[config.mk]
export PLATFORM = sky130hd
export DESIGN_NAME = z80_memctl_flat
export DESIGN_NICKNAME = d
export VERILOG_FILES = /design/src/rtl/z80_mem_pkg.sv /design/src/rtl/z80_memctl_if.sv /design/src/rtl/z80_waitgen.sv /design/src/rtl/z80_memctl.sv /design/src/flat_wrapper.sv
export SDC_FILE = /design/constraint.sdc
export NUM_CORES = 1
export LEC_CHECK = 0
export CORE_MARGIN = 2
export CORE_UTILIZATION = 35
export DETAILED_ROUTE_END_ITERATION = 7
export PLACE_DENSITY = 0.74
export SKIP_CTS_REPAIR_TIMING = 1
export SYNTH_ARGS = -nofsm -noshare
export SYNTH_HDL_FRONTEND = slang
export SYNTH_SLANG_ARGS = --single-unit
[constraint.sdc]
create_clock -name zclk -period 4.3 [get_ports zclk]
set_input_delay 0.43 -clock zclk [delete_from_list [all_inputs] [get_ports zclk]]
set_output_delay 0.43 -clock zclk [all_outputs]
set_load 0.03 [all_outputs]
[src/rtl/z80_mem_pkg.sv]
// z80_mem_pkg: shared FSM state encodings and default IO port constants
package z80_mem_pkg;
    localparam logic [1:0] ST_IDLE = 2'd0;
    localparam logic [1:0] ST_WAIT = 2'd1;
    localparam logic [1:0] ST_DONE = 2'd2;
    localparam logic [7:0] DEF_SHADOW_PORT = 8'h7F;
    localparam logic [7:0] DEF_PAGE_PORT = 8'h7E;
    localparam int DEF_PAGE_RST = 3;
endpackage

[src/rtl/z80_memctl_if.sv]
// z80_memctl_if: Z80 CPU bus between the core (master) and the memory controller (slave)
interface z80_memctl_if;
    logic [15:0] cpu_a;
    logic [7:0] cpu_do;
    logic [7:0] cpu_di;
    logic cpu_mreq;
    logic cpu_iorq;
    logic cpu_wr;
    logic cpu_m1;
    logic cpu_wait;
    modport master (output cpu_a, cpu_do, cpu_mreq, cpu_iorq, cpu_wr, cpu_m1, input cpu_di, cpu_wait);
    modport slave (input cpu_a, cpu_do, cpu_mreq, cpu_iorq, cpu_wr, cpu_m1, output cpu_di, cpu_wait);
endinterface

[src/rtl/z80_waitgen.sv]
// z80_waitgen: inserts exactly FLASH_WS wait cycles at the start of each Flash read
module z80_waitgen
    import z80_mem_pkg::*;
#(
    parameter int FLASH_WS = 2
) (
    input  logic zclk,
    input  logic reset_n,
    input  logic hold,
    input  logic req,
    output logic wait_o
);
    localparam logic [3:0] WS = 4'(FLASH_WS);
    logic [1:0] state_q, state_d;
    logic [3:0] cnt_q, cnt_d, cnt_m;
    always_comb begin
        cnt_m = cnt_q - 4'd1;
        state_d = state_q;
        cnt_d = cnt_q;
        if (hold || !req || WS == 4'd0) begin
            state_d = ST_IDLE;
            cnt_d = 4'd0;
        end else if (state_q == ST_IDLE) begin
            // the IDLE cycle itself is the first wait, so a single wait skips WAIT
            state_d = WS == 4'd1 ? ST_DONE : ST_WAIT;
            cnt_d = WS - 4'd1;
        end else if (state_q == ST_WAIT) begin
            state_d = cnt_m == 4'd0 ? ST_DONE : ST_WAIT;
            cnt_d = cnt_m;
        end else begin
            state_d = ST_DONE;
        end
        wait_o = req && !hold && WS != 4'd0 && (state_q == ST_IDLE || state_q == ST_WAIT);
    end
    always_ff @(posedge zclk or negedge reset_n) begin
        if (!reset_n) begin
            state_q <= ST_IDLE;
            cnt_q <= 4'd0;
        end else begin
            state_q <= state_d;
            cnt_q <= cnt_d;
        end
    end
endmodule

[src/rtl/z80_memctl.sv]
// z80_memctl: Z80 memory/IO decoder with Flash shadowing, window-3 paging, wait states and reset stretch
module z80_memctl
    import z80_mem_pkg::*;
#(
    parameter int FLASH_WS = 2,
    parameter int RST_W = 21,
    parameter int PAGE_W = 4,
    parameter int SHADOW_MODE = 0,
    parameter logic [7:0] SHADOW_PORT = DEF_SHADOW_PORT,
    parameter logic [7:0] PAGE_PORT = DEF_PAGE_PORT
) (
    input  logic zclk,
    input  logic reset_n,
    z80_memctl_if.slave bus,
    output logic cpu_reset,
    output logic romreq,
    output logic ramreq,
    output logic ramwr,
    output logic [PAGE_W+13:0] ma,
    input  logic [7:0] fdata,
    input  logic [15:0] sdata
);
    localparam logic [RST_W-1:0] RST_LAST = ~RST_W'(1);
    logic [1:0] win;
    logic io_wr, io_rd, hit_page;
    logic [PAGE_W-1:0] page;
    logic [RST_W-1:0] rcnt_q, rcnt_d;
    logic rdone_q, rdone_d;
    logic shadow_q, shadow_d;
    logic [PAGE_W-1:0] page_q, page_d;
    logic wait_w;
    always_comb begin
        win = bus.cpu_a[15:14];
        io_wr = bus.cpu_iorq & bus.cpu_wr & !bus.cpu_m1;
        io_rd = bus.cpu_iorq & !bus.cpu_wr & !bus.cpu_m1;
        hit_page = bus.cpu_a[7:0] == PAGE_PORT;
        romreq = bus.cpu_mreq & !bus.cpu_wr & (win == 2'd0) & !shadow_q;
        ramreq = bus.cpu_mreq & (shadow_q | bus.cpu_wr | (win != 2'd0));
        // shadowed window 0 is RAM that the CPU may read but not overwrite
        ramwr = bus.cpu_mreq & bus.cpu_wr & (!shadow_q | (win != 2'd0));
        page = (win == 2'd3) ? page_q : PAGE_W'(win);
        ma = {page, bus.cpu_a[13:0]};
        bus.cpu_di = romreq ? fdata :
                     bus.cpu_mreq ? (bus.cpu_a[0] ? sdata[15:8] : sdata[7:0]) :
                     (io_rd & hit_page) ? ({shadow_q, 7'd0} | 8'(page_q)) : 8'hFF;
        bus.cpu_wait = wait_w;
        page_d = (io_wr & hit_page) ? bus.cpu_do[PAGE_W-1:0] : page_q;
        shadow_d = (SHADOW_MODE == 0) ? (shadow_q | (bus.cpu_iorq & !bus.cpu_m1)) :
                   (io_wr & (bus.cpu_a[7:0] == SHADOW_PORT)) ? bus.cpu_do[0] : shadow_q;
        rdone_d = rdone_q | (rcnt_q == RST_LAST);
        rcnt_d = rdone_q ? rcnt_q : rcnt_q + RST_W'(1);
        cpu_reset = !rdone_q;
    end
    always_ff @(posedge zclk or negedge reset_n) begin
        if (!reset_n) begin
            rcnt_q <= '0;
            rdone_q <= 1'b0;
            shadow_q <= 1'b0;
            page_q <= PAGE_W'(DEF_PAGE_RST);
        end else begin
            rcnt_q <= rcnt_d;
            rdone_q <= rdone_d;
            shadow_q <= shadow_d;
            page_q <= page_d;
        end
    end
    z80_waitgen #(.FLASH_WS(FLASH_WS)) u_waitgen (
        .zclk(zclk),
        .reset_n(reset_n),
        .hold(cpu_reset),
        .req(romreq),
        .wait_o(wait_w)
    );
endmodule
[src/flat_wrapper.sv]
// flat-port wrapper written by rule: the top's interface ports become plain ports
module z80_memctl_flat import z80_mem_pkg::*;
#(
    parameter int FLASH_WS = 2,
    parameter int RST_W = 21,
    parameter int PAGE_W = 4,
    parameter int SHADOW_MODE = 0,
    parameter logic [7:0] SHADOW_PORT = DEF_SHADOW_PORT,
    parameter logic [7:0] PAGE_PORT = DEF_PAGE_PORT
)
  (zclk, reset_n, cpu_reset, romreq, ramreq, ramwr, ma, fdata, sdata, bus_cpu_a, bus_cpu_do, bus_cpu_mreq, bus_cpu_iorq, bus_cpu_wr, bus_cpu_m1, bus_cpu_di, bus_cpu_wait);
  z80_memctl_if bus_i ();
  input  logic zclk;
  input  logic reset_n;
  output logic cpu_reset;
  output logic romreq;
  output logic ramreq;
  output logic ramwr;
  output logic [PAGE_W+13:0] ma;
  input  logic [7:0] fdata;
  input  logic [15:0] sdata;
  input wire logic [$bits(bus_i.cpu_a)-1:0] bus_cpu_a;
  input wire logic [$bits(bus_i.cpu_do)-1:0] bus_cpu_do;
  input wire logic [$bits(bus_i.cpu_mreq)-1:0] bus_cpu_mreq;
  input wire logic [$bits(bus_i.cpu_iorq)-1:0] bus_cpu_iorq;
  input wire logic [$bits(bus_i.cpu_wr)-1:0] bus_cpu_wr;
  input wire logic [$bits(bus_i.cpu_m1)-1:0] bus_cpu_m1;
  output wire logic [$bits(bus_i.cpu_di)-1:0] bus_cpu_di;
  output wire logic [$bits(bus_i.cpu_wait)-1:0] bus_cpu_wait;
  assign bus_i.cpu_a = bus_cpu_a;
  assign bus_i.cpu_do = bus_cpu_do;
  assign bus_i.cpu_mreq = bus_cpu_mreq;
  assign bus_i.cpu_iorq = bus_cpu_iorq;
  assign bus_i.cpu_wr = bus_cpu_wr;
  assign bus_i.cpu_m1 = bus_cpu_m1;
  assign bus_cpu_di = bus_i.cpu_di;
  assign bus_cpu_wait = bus_i.cpu_wait;
  z80_memctl #(.FLASH_WS(FLASH_WS), .RST_W(RST_W), .PAGE_W(PAGE_W), .SHADOW_MODE(SHADOW_MODE), .SHADOW_PORT(SHADOW_PORT), .PAGE_PORT(PAGE_PORT)) u_core (.zclk(zclk), .reset_n(reset_n), .bus(bus_i), .cpu_reset(cpu_reset), .romreq(romreq), .ramreq(ramreq), .ramwr(ramwr), .ma(ma), .fdata(fdata), .sdata(sdata));
endmodule
==> reports/summary.txt, run 1 <==
Drt drc - 0
Max-slew headroom - 61.8%
Core area - 0.00547 sq mm
Fmax - 0.301 GHz
P per Cell Area - 246 mW/mm^2
Seq/Total Area, Yosys - 42.1%
HP Start - u_core.rcnt_q[20]
RSZ-0062 raised after global routing - false
M3 GR Usage - 5.80%
Register bit total from synthesis - 33
Sink Count - 33
Final wirelength - 4.24 mm
Reg-to-reg endpoint - u_core.u_waitgen.state_q[1]
Min-delay worst type - flop to flop
Met2 Resource Use GR - 25.5%
Initial Util - 35.9%
CP Data Required Time - 3870 ps
I/O pin cnt - 85
CTS Buf Count - 5
Mux cell area share after synthesis - 6.37%
M1 GR Usage - 16.3%
R2R Setup Slk - 2640 ps
Vias/cell - 4.80
Max-slew violations - 0
Setup violators final - 0
TritonCTS clock tree - built
CP endpoint kind - primary output
Final worst-path cycle share - 77.2%
CTS HTree Levels - 2
Synth area leader - dfrtp_1
Synth Instances - 204
DR pass1 iterations - 4
Die Wd - 78.9 um
Vias in the first global route - 1591
Synth top area share - 39.5%
Clock skew - 3.21 ps
Peak VDD IR - 153 uV
Cell variety after synth - 38
Post-route ant nets - 0
WHS Path Cells - 1
Syn Nets - 262
Post-synthesis compound-gate area fraction - 7.96%
Hold WS - 476 ps
Reg clk slew, reported paths - 60 ps
Synth area leaders - dfrtp_1, xnor2_1, buf_4
Min Tclk post-route - 3320 ps
Hpwl dp - 3.26 mm
Largest net degree at the start of global routing - 34
Warnings from Yosys - 0
Min-Delay Endpoint - u_core.rcnt_q[20]
Largest family of logic cells by synthesized area - simple AND/OR/NAND/NOR gates
Worst r2r src - u_core.shadow_q
Clk buf depth - 2
Adder-Cell Fraction of Synth Area - 2.55%
Layout fillers - 528
GP Congestion - 0.769
IO Port Bufs - 68
Total grt overflow - 0
Via count - 1600
Register-to-Register Path Depth - 4
First-pass GRT wire length - 7.18 mm
Syn avg cell area - 9.64 sq um
Final TNS setup - 0 ps
Post-Synth XOR/XNOR Area - 9.80%
Post-place setup slack - 958 ps
Diode count - 0
Global routing's busiest layer - met2
# rows - 27
Setup slack after layout - 982 ps
Crit-path max FO - 18
Root Buffer - clkbuf_8
Die area - 0.00623 sq mm
Simple-gate share of the synthesized area - 22.0%
DRT iter0 DRCs - 47
Clk_lat worst skew - 280 ps
Crit path launch type - input port
Crit path DAT - 2890 ps
Leak - 0.00114 uW
Area of the mapped netlist - 0.00197 sq mm
Fraction of final layout cells sized beyond drive strength 1 - 9.96%
Status - finished, final reports clean
Routed len/inst - 12.7 um
Syn-to-layout area delta - 36.1%
Max-cap viol count - 0
Final Hold Vio Count - 0
Initial antenna violation count - 0
Final net count - 319
Total GRT Usage - 14.5%
Crit path kind - input port to primary output
Die Height - 78.9 um
Worst-margin pin slew - 573 ps
[where the power goes]
part           internal [uW]  switching, uW  total (uW)
sequential               311          0.380         312
combinational           63.3           52.5         116
clock                    127            104         231
total                    501            157         658
[cells by family (layout without fill, tap and decap cells)]
kind of cell,after synthesis,after routing
adder cells (fa/ha/maj),4,4
AND/OR/NAND/NOR,80,80
AO/OA/AOI/OAI,27,27
flip-flops,33,33
XOR/XNOR,22,22
multiplexers,12,12
buffers and inverters,26,83
[metrics by stage]
stage          total power, uW  utilization, %  cells  area (sq um)
3_5_place_dp               434            47.3    326          2590
6_report                   658            48.9    333          2680
5_1_grt                    692            48.9    333          2680
2_1_floorplan              379               -    204          1970
3_3_place_gp               434            47.3    326          2590
4_1_cts                    667            48.9    333          2680
[cells in the mapped netlist]
cell type and instances:
dfrtp_1 31, nor2_1 21, xnor2_1 17, nand2_1 16, buf_4 15, o21ai_0 13
nand3_1 10, a21oi_1 8, mux2i_1 8, nand4_1 8, inv_1 7, xor2_1 5
and4_1 4, ha_1 4, mux2_2 4, nor2b_1 4, a21boi_0 2, and3_2 2
buf_6 2, dfstp_2 2, nand2_2 2, nand3b_1 2, or2_2 2, a21oi_2 1
a2bb2oi_1 1, a41o_1 1, and2_2 1, and3_1 1, and4bb_2 1, buf_2 1
buf_8 1, nand2b_1 1, nor2_4 1, nor3_1 1, nor4_2 1, o21ai_2 1
or3b_2 1, or4_1 1
[critical path: stages]
cell	delay, ps
clkdlybuf4s50_1	480
or4_1	850
nor2_4	220
nand2_2	120
nor2_1	120
clkdlybuf4s50_1	670
[worst max path at each step]
| stage | from | end | depth (start not counted) |
|---|---|---|---|
| 6_report | bus_cpu_a[15] | bus_cpu_wait | 6 |
| 3_3_place_gp | bus_cpu_a[15] | bus_cpu_di[1] | 6 |
| 2_1_floorplan | bus_cpu_a[15] | bus_cpu_di[4] | 5 |
| 4_1_cts | bus_cpu_a[15] | bus_cpu_wait | 6 |
| 5_1_grt | bus_cpu_a[15] | bus_cpu_wait | 6 |
| 3_5_place_dp | bus_cpu_a[15] | bus_cpu_wait | 6 |
[placed cells by master (no fill, tap or decap), types with 2 or more instances in the layout]
cell	count
nand2_1	16
or2_2	2
a21oi_1	8
o21ai_0	13
mux2i_1	8
xnor2_1	17
nand2_2	2
inv_1	7
nand3b_1	2
nor2b_1	4
ha_1	4
nor2_1	21
dfstp_2	2
dfrtp_1	31
and4_1	4
mux2_2	4
nand3_1	10
a21boi_0	2
clkbuf_8	6
and3_2	2
xor2_1	5
nand4_1	8
clkdlybuf4s50_1	68
[sequential cells by signal, indices dropped and copies added, names as in the netlist]
| signal | cells |
|---|---|
| u_core.rcnt_q | 21 |
| u_core.page_q | 4 |
| u_core.u_waitgen.cnt_q | 4 |
| u_core.u_waitgen.state_q | 2 |
| u_core.rdone_q | 1 |
| u_core.shadow_q | 1 |
[final cells by class]
class	instances	area, sq um	area share (%)
multi-input cells	145	956	35.7
inverters	7	26.3	0.982
repair buffers	69	688	25.7
clock buffers	7	86.3	3.23
flip-flops and latches	33	828	31.0
well taps	72	90.1	3.37
[routing by layer]
metal / share of wire (%) / vias up
li1: - / 795
met1: 41 / 737
met2: 47 / 61
met3: 11 / 7
met4: 0.83 / 0
met5: 0 / -
No activity file was read; power rests on OpenSTA's default activity.
==> run 2, diff against run 1 <==
--- a/config.mk
+++ b/config.mk
@@ -8,7 +8,7 @@
 export CORE_MARGIN = 2
 export CORE_UTILIZATION = 35
 export DETAILED_ROUTE_END_ITERATION = 7
-export PLACE_DENSITY = 0.74
+export PLACE_DENSITY = 0.77
 export SKIP_CTS_REPAIR_TIMING = 1
 export SYNTH_ARGS = -nofsm -noshare
 export SYNTH_HDL_FRONTEND = slang
==> constraint.sdc (replaced) <==
create_clock -name zclk -period 3 [get_ports zclk]
set_input_delay 0.3 -clock zclk [delete_from_list [all_inputs] [get_ports zclk]]
set_output_delay 0.3 -clock zclk [all_outputs]
set_load 0.03 [all_outputs]
==> run 2 against run 1 <==
Effect of this change: combinational power is 43% higher; wire length is 0.61% higher; clock power rose by 75%; hold slack got worse by 70 ps; non-clock buffer count up 2; via count is 0.88% higher; flip-flop and latch count is the same; critical path depth increased by 1; sequential share of layout area fell by 0.30 points; core utilization grew 0.48 points; total power up 55%; first-iteration DRC count rose by 30%; critical path type unchanged; critical endpoint is now bus_cpu_di[0]; highest routed layer unchanged.
==> reports/summary.txt, run 2 (synthesis gave the netlist of run 1 again) <==
Clock skew - 7.42 ps
DR pass1 iterations - 4
Total GRT Usage - 14.2%
Die area - 0.00623 sq mm
CTS HTree Levels - 2
CP Data Required Time - 2700 ps
Fmax - 0.350 GHz
Sink Count - 33
CP bufs+invs - 3
GP Congestion - 0.749
Biggest register - u_core.rcnt_q
Register-to-Register Path Depth - 4
Crit path launch type - input port
Reg-to-reg endpoint - u_core.rcnt_q[16]
Fraction of final layout cells sized beyond drive strength 1 - 12.5%
Final net count - 321
Total grt overflow - 0
Leak - 0.00116 uW
Post-place setup slack - 162 ps
Largest register FFs - 21
Min-delay worst type - input port to asynchronous set/reset pin
Crit path DAT - 2550 ps
Reg area - 828 sq um
Worst-margin pin slew - 499 ps
Syn-to-layout area delta - 37.4%
CTS Buf Count - 5
Setup violators final - 0
Largest net degree at the start of global routing - 34
Max-slew violations - 0
Crit path kind - input port to primary output
Post-route ant nets - 0
Vias in the first global route - 1588
# rows - 27
CP endpoint kind - primary output
Diode count - 0
Crit-path max FO - 18
Hold WS - 406 ps
Layout fillers - 526
CP max stage cell - clkdlybuf4s50_1
IO Port Bufs - 68
Most frequent cells in the layout - clkdlybuf4s50_1, dfrtp_1, nor2_1
Slowest stage delay, CP - 690 ps
Hpwl dp - 3.33 mm
Core area - 0.00547 sq mm
Vias/cell - 4.80
R2R Setup Slk - 1460 ps
TritonCTS clock tree - built
DRT iter0 DRCs - 61
Final TNS setup - 0 ps
Die Height - 78.9 um
Multi-input gate area in the final layout - 956 sq um
Routed len/inst - 12.7 um
Final wirelength - 4.27 mm
Biggest regs - u_core.rcnt_q (21), u_core.page_q (4), u_core.u_waitgen.cnt_q (4)
Root Buffer - clkbuf_8
P per Cell Area - 377 mW/mm^2
Drt drc - 0
Most common cell after layout, fill and taps aside - clkdlybuf4s50_1
Max-slew headroom - 66.6%
Peak VDD IR - 372 uV
CP cell instances - clkdlybuf4s50_1 -> or4_1 -> buf_4 -> nand2_1 -> o21ai_0 -> a21oi_1 -> clkdlybuf4s50_1
Setup slack after layout - 145 ps
Via count - 1614
Status - finished, final reports clean
Initial antenna violation count - 0
Top delay family on crit path - buffers and inverters
Cell mode on critical path - clkdlybuf4s50_1
Max-cap viol count - 0
Min Tclk post-route - 2850 ps
Initial Util - 35.9%
RSZ-0062 raised after global routing - false
Final worst-path cycle share - 95.2%
Reg clk slew, reported paths - 70 ps
Worst r2r src - u_core.rcnt_q[6]
Clk_lat worst skew - 290 ps
Die Wd - 78.9 um
Final Hold Vio Count - 0
First-pass GRT wire length - 7.01 mm
I/O pin cnt - 85
Final core occ - 49.4%
Clk buf depth - 2
==> run 2: worst max-delay path by stage <==
stage          depth (start not counted)           from  slack (ps)             to
6_report                               7  bus_cpu_a[15]         150  bus_cpu_di[0]
5_1_grt                                7  bus_cpu_a[15]          30  bus_cpu_di[5]
4_1_cts                                7  bus_cpu_a[15]         160  bus_cpu_di[4]
3_5_place_dp                           7  bus_cpu_a[15]         160  bus_cpu_di[4]
3_3_place_gp                           7  bus_cpu_a[15]         160  bus_cpu_di[0]
2_1_floorplan                          5  bus_cpu_a[15]         920  bus_cpu_di[4]
==> run 2: metal layers <==
metal	wire length, um	up-vias	global-route usage (%)
li1	-	804	-
met1	1790	738	16.0
met2	1990	64	24.6
met3	428	8	5.91
met4	54	0	3.97
met5	0	-	0
==> run 2: layout make-up <==
class	count	share of cell area [%]
inverters	7	0.973
well taps	72	3.33
multi-input cells	145	35.4
flip-flops and latches	33	30.7
clock buffers	6	2.69
repair buffers	71	25.7
clock inverters	2	1.30
==> run 2: report_power, final <==
part,switching [uW],internal (uW)
clock network,159,246
registers,0.641,446
logic,75.6,90.5
total,235,783
==> run 2: metrics by stage <==
stage / instance area [sq um] / std cells / total power, uW
after detailed placement: 2590 / 328 / 623
after floorplan: 1970 / 204 / 543
after global placement: 2590 / 328 / 621
after global routing: 2700 / 336 / 1070
after CTS: 2700 / 336 / 1030
final: 2700 / 336 / 1020
==> run 2: worst reg2reg max path, cell delays in order (launching register included) <==
cell,delay (ps)
dfrtp_1,440
nand4_1,200
nor4_2,480
nand4_1,170
xnor2_1,150
==> run 3, diff against run 2 <==
==> constraint.sdc (replaced) <==
create_clock -name zclk -period 3 [get_ports zclk]
set_input_delay 0.3 -clock zclk [delete_from_list [all_inputs] [get_ports zclk]]
set_output_delay 0.3 -clock zclk [all_outputs]
set_load 0.1 [all_outputs]
==> run 3 against run 2 <==
Effect of this change: register-to-register slack better by 20 ps; via count about the same; total power up 4.2%; sequential share of layout area down 0.78 points; hold slack better by 8.3 ps; combinational power up 67%; global-route usage up 0.76 points; clock-buffer cell count up 2; final cell count unchanged; core utilization up 1.3 points; clock power down 17%; largest power group unchanged.
==> reports/summary.txt, run 3 (synthesis gave the netlist of run 1 again) <==
Largest register FFs - 21
CTS Buf Count - 5
Min Tclk post-route - 2480 ps
RSZ-0062 raised after global routing - false
Final TNS setup - 0 ps
Max-slew headroom - 69.3%
Final wirelength - 4.40 mm
Setup violators final - 0
Fmax - 0.404 GHz
Switching share of total power - 30.2%
Drt drc - 0
Hpwl dp - 3.40 mm
Peak VDD IR - 237 uV
CP endpoint kind - primary output
Pint - 740 uW
Multi-input gate area in the final layout - 958 sq um
CP Data Required Time - 2700 ps
Post-route ant nets - 0
DR pass1 iterations - 4
Final worst-path cycle share - 82.5%
Crit path kind - input port to primary output
Via count - 1613
Core area - 0.00547 sq mm
Reg clk slew, reported paths - 70 ps
# rows - 27
Vias/cell - 4.80
Sequential cell fraction of total power - 42.1%
Most common cell after layout, fill and taps aside - clkdlybuf4s50_1
Die Height - 78.9 um
IO Port Bufs - 68
Total GRT Usage - 14.9%
Routed len/inst - 13.1 um
Switching power - 321 uW
Crit-path max FO - 18
Final Hold Vio Count - 0
TritonCTS clock tree - built
Clock power share - 31.8%
Clk buf depth - 2
CP startpoint - bus_cpu_a[15]
Sink Count - 33
Diode count - 0
Max-slew violations - 0
DRT iter0 DRCs - 49
Final net count - 321
Die Wd - 78.9 um
P per Cell Area - 383 mW/mm^2
Largest net degree at the start of global routing - 34
Leak - 0.00122 uW
Syn-to-layout area delta - 41.0%
Hold WS - 414 ps
Worst r2r src - u_core.rcnt_q[6]
Initial antenna violation count - 0
Vias in the first global route - 1623
Most frequent cells in the layout - clkdlybuf4s50_1, dfrtp_1, nor2_1
Total grt overflow - 0
Max-cap viol count - 0
I/O pin cnt - 85
Root Buffer - clkbuf_8
Initial Util - 35.9%
Crit path launch type - input port
Worst-margin pin slew - 458 ps
First-pass GRT wire length - 7.42 mm
Min-delay worst type - input port to asynchronous set/reset pin
Clk_lat worst skew - 280 ps
Biggest regs - u_core.rcnt_q (21), u_core.page_q (4), u_core.u_waitgen.cnt_q (4)
Combinational Power Share - 26.1%
Reg area - 828 sq um
Layout fillers - 495
Clock skew - 5.90 ps
Status - finished, final reports clean
Fraction of final layout cells sized beyond drive strength 1 - 20.5%
Die area - 0.00623 sq mm
Final core occ - 50.6%
Crit path DAT - 2180 ps
GP Congestion - 0.783
CTS HTree Levels - 2
Biggest register - u_core.rcnt_q
[run 3: cell count changes in the layout (fill, tap and decap cells not counted)]
cell | previous run | this run
o21ai_1 | 0 | 3
clkbuf_1 | 1 | 2
a21boi_1 | 0 | 2
clkinv_2 | 1 | 0
o21ai_0 | 13 | 10
nor2_1 | 21 | 20
buf_12 | 0 | 11
bufinv_16 | 1 | 0
buf_4 | 7 | 17
clkdlybuf4s50_1 | 64 | 43
nor2_2 | 0 | 1
a21boi_0 | 2 | 0
clkbuf_8 | 5 | 6
[run 3: worst paths after layout]
check	to	slack, ps	cells past startpoint
worst min-delay path	u_core.rcnt_q[4]	410	2
worst max register to register	u_core.rcnt_q[16]	1480	4
worst max-delay path	bus_cpu_di[2]	520	7
worst min register to register	u_core.rcnt_q[20]	470	1
min in group zclk	u_core.rcnt_q[20]	470	1
max in group asynchronous	u_core.page_q[0]	2250	2
[run 3: per-stage QoR]
stage / power [uW] / cells / setup WS [ps] / instance area [sq um]
global route: 1100 / 336 / 384 / 2770
CTS: 1070 / 336 / 512 / 2770
global placement: 732 / 328 / 512 / 2680
finish: 1060 / 336 / 524 / 2770
floorplan: 654 / 204 / 110 / 1970
detailed placement: 733 / 328 / 515 / 2680
[run 3: per-layer routing]
metal,up-vias,wire length [um],track usage (%)
li1,798,-,-
met1,746,1860,17.7
met2,62,2040,25.7
met3,7,432,4.77
met4,0,58,4.83
met5,-,0,0
[run 3: layout make-up]
cell class                      count  share of cell area [%]
Clock buffer                        8                    3.25
Multi-Input combinational cell    145                    34.6
Tap cell                           72                    3.25
Timing Repair Buffer               71                    28.1
Inverter                            7                   0.948
Sequential cell                    33                    29.9
[run 3: worst max-delay path: stages]
cell	delay [ps]
clkdlybuf4s50_1	490
or4_1	540
buf_4	210
nand2_1	60
o21ai_0	90
a21oi_1	270
buf_12	220
[run 3: power groups by stage]
| stage | Clock (uW) | Combinational (uW) | Sequential, uW |
|---|---|---|---|
| final | 337 | 277 | 447 |
| after global routing | 366 | 290 | 447 |
| after CTS | 347 | 279 | 447 |
| after detailed placement | 0 | 278 | 455 |
| after global placement | 0 | 277 | 455 |
| after floorplan | 0 | 199 | 455 |
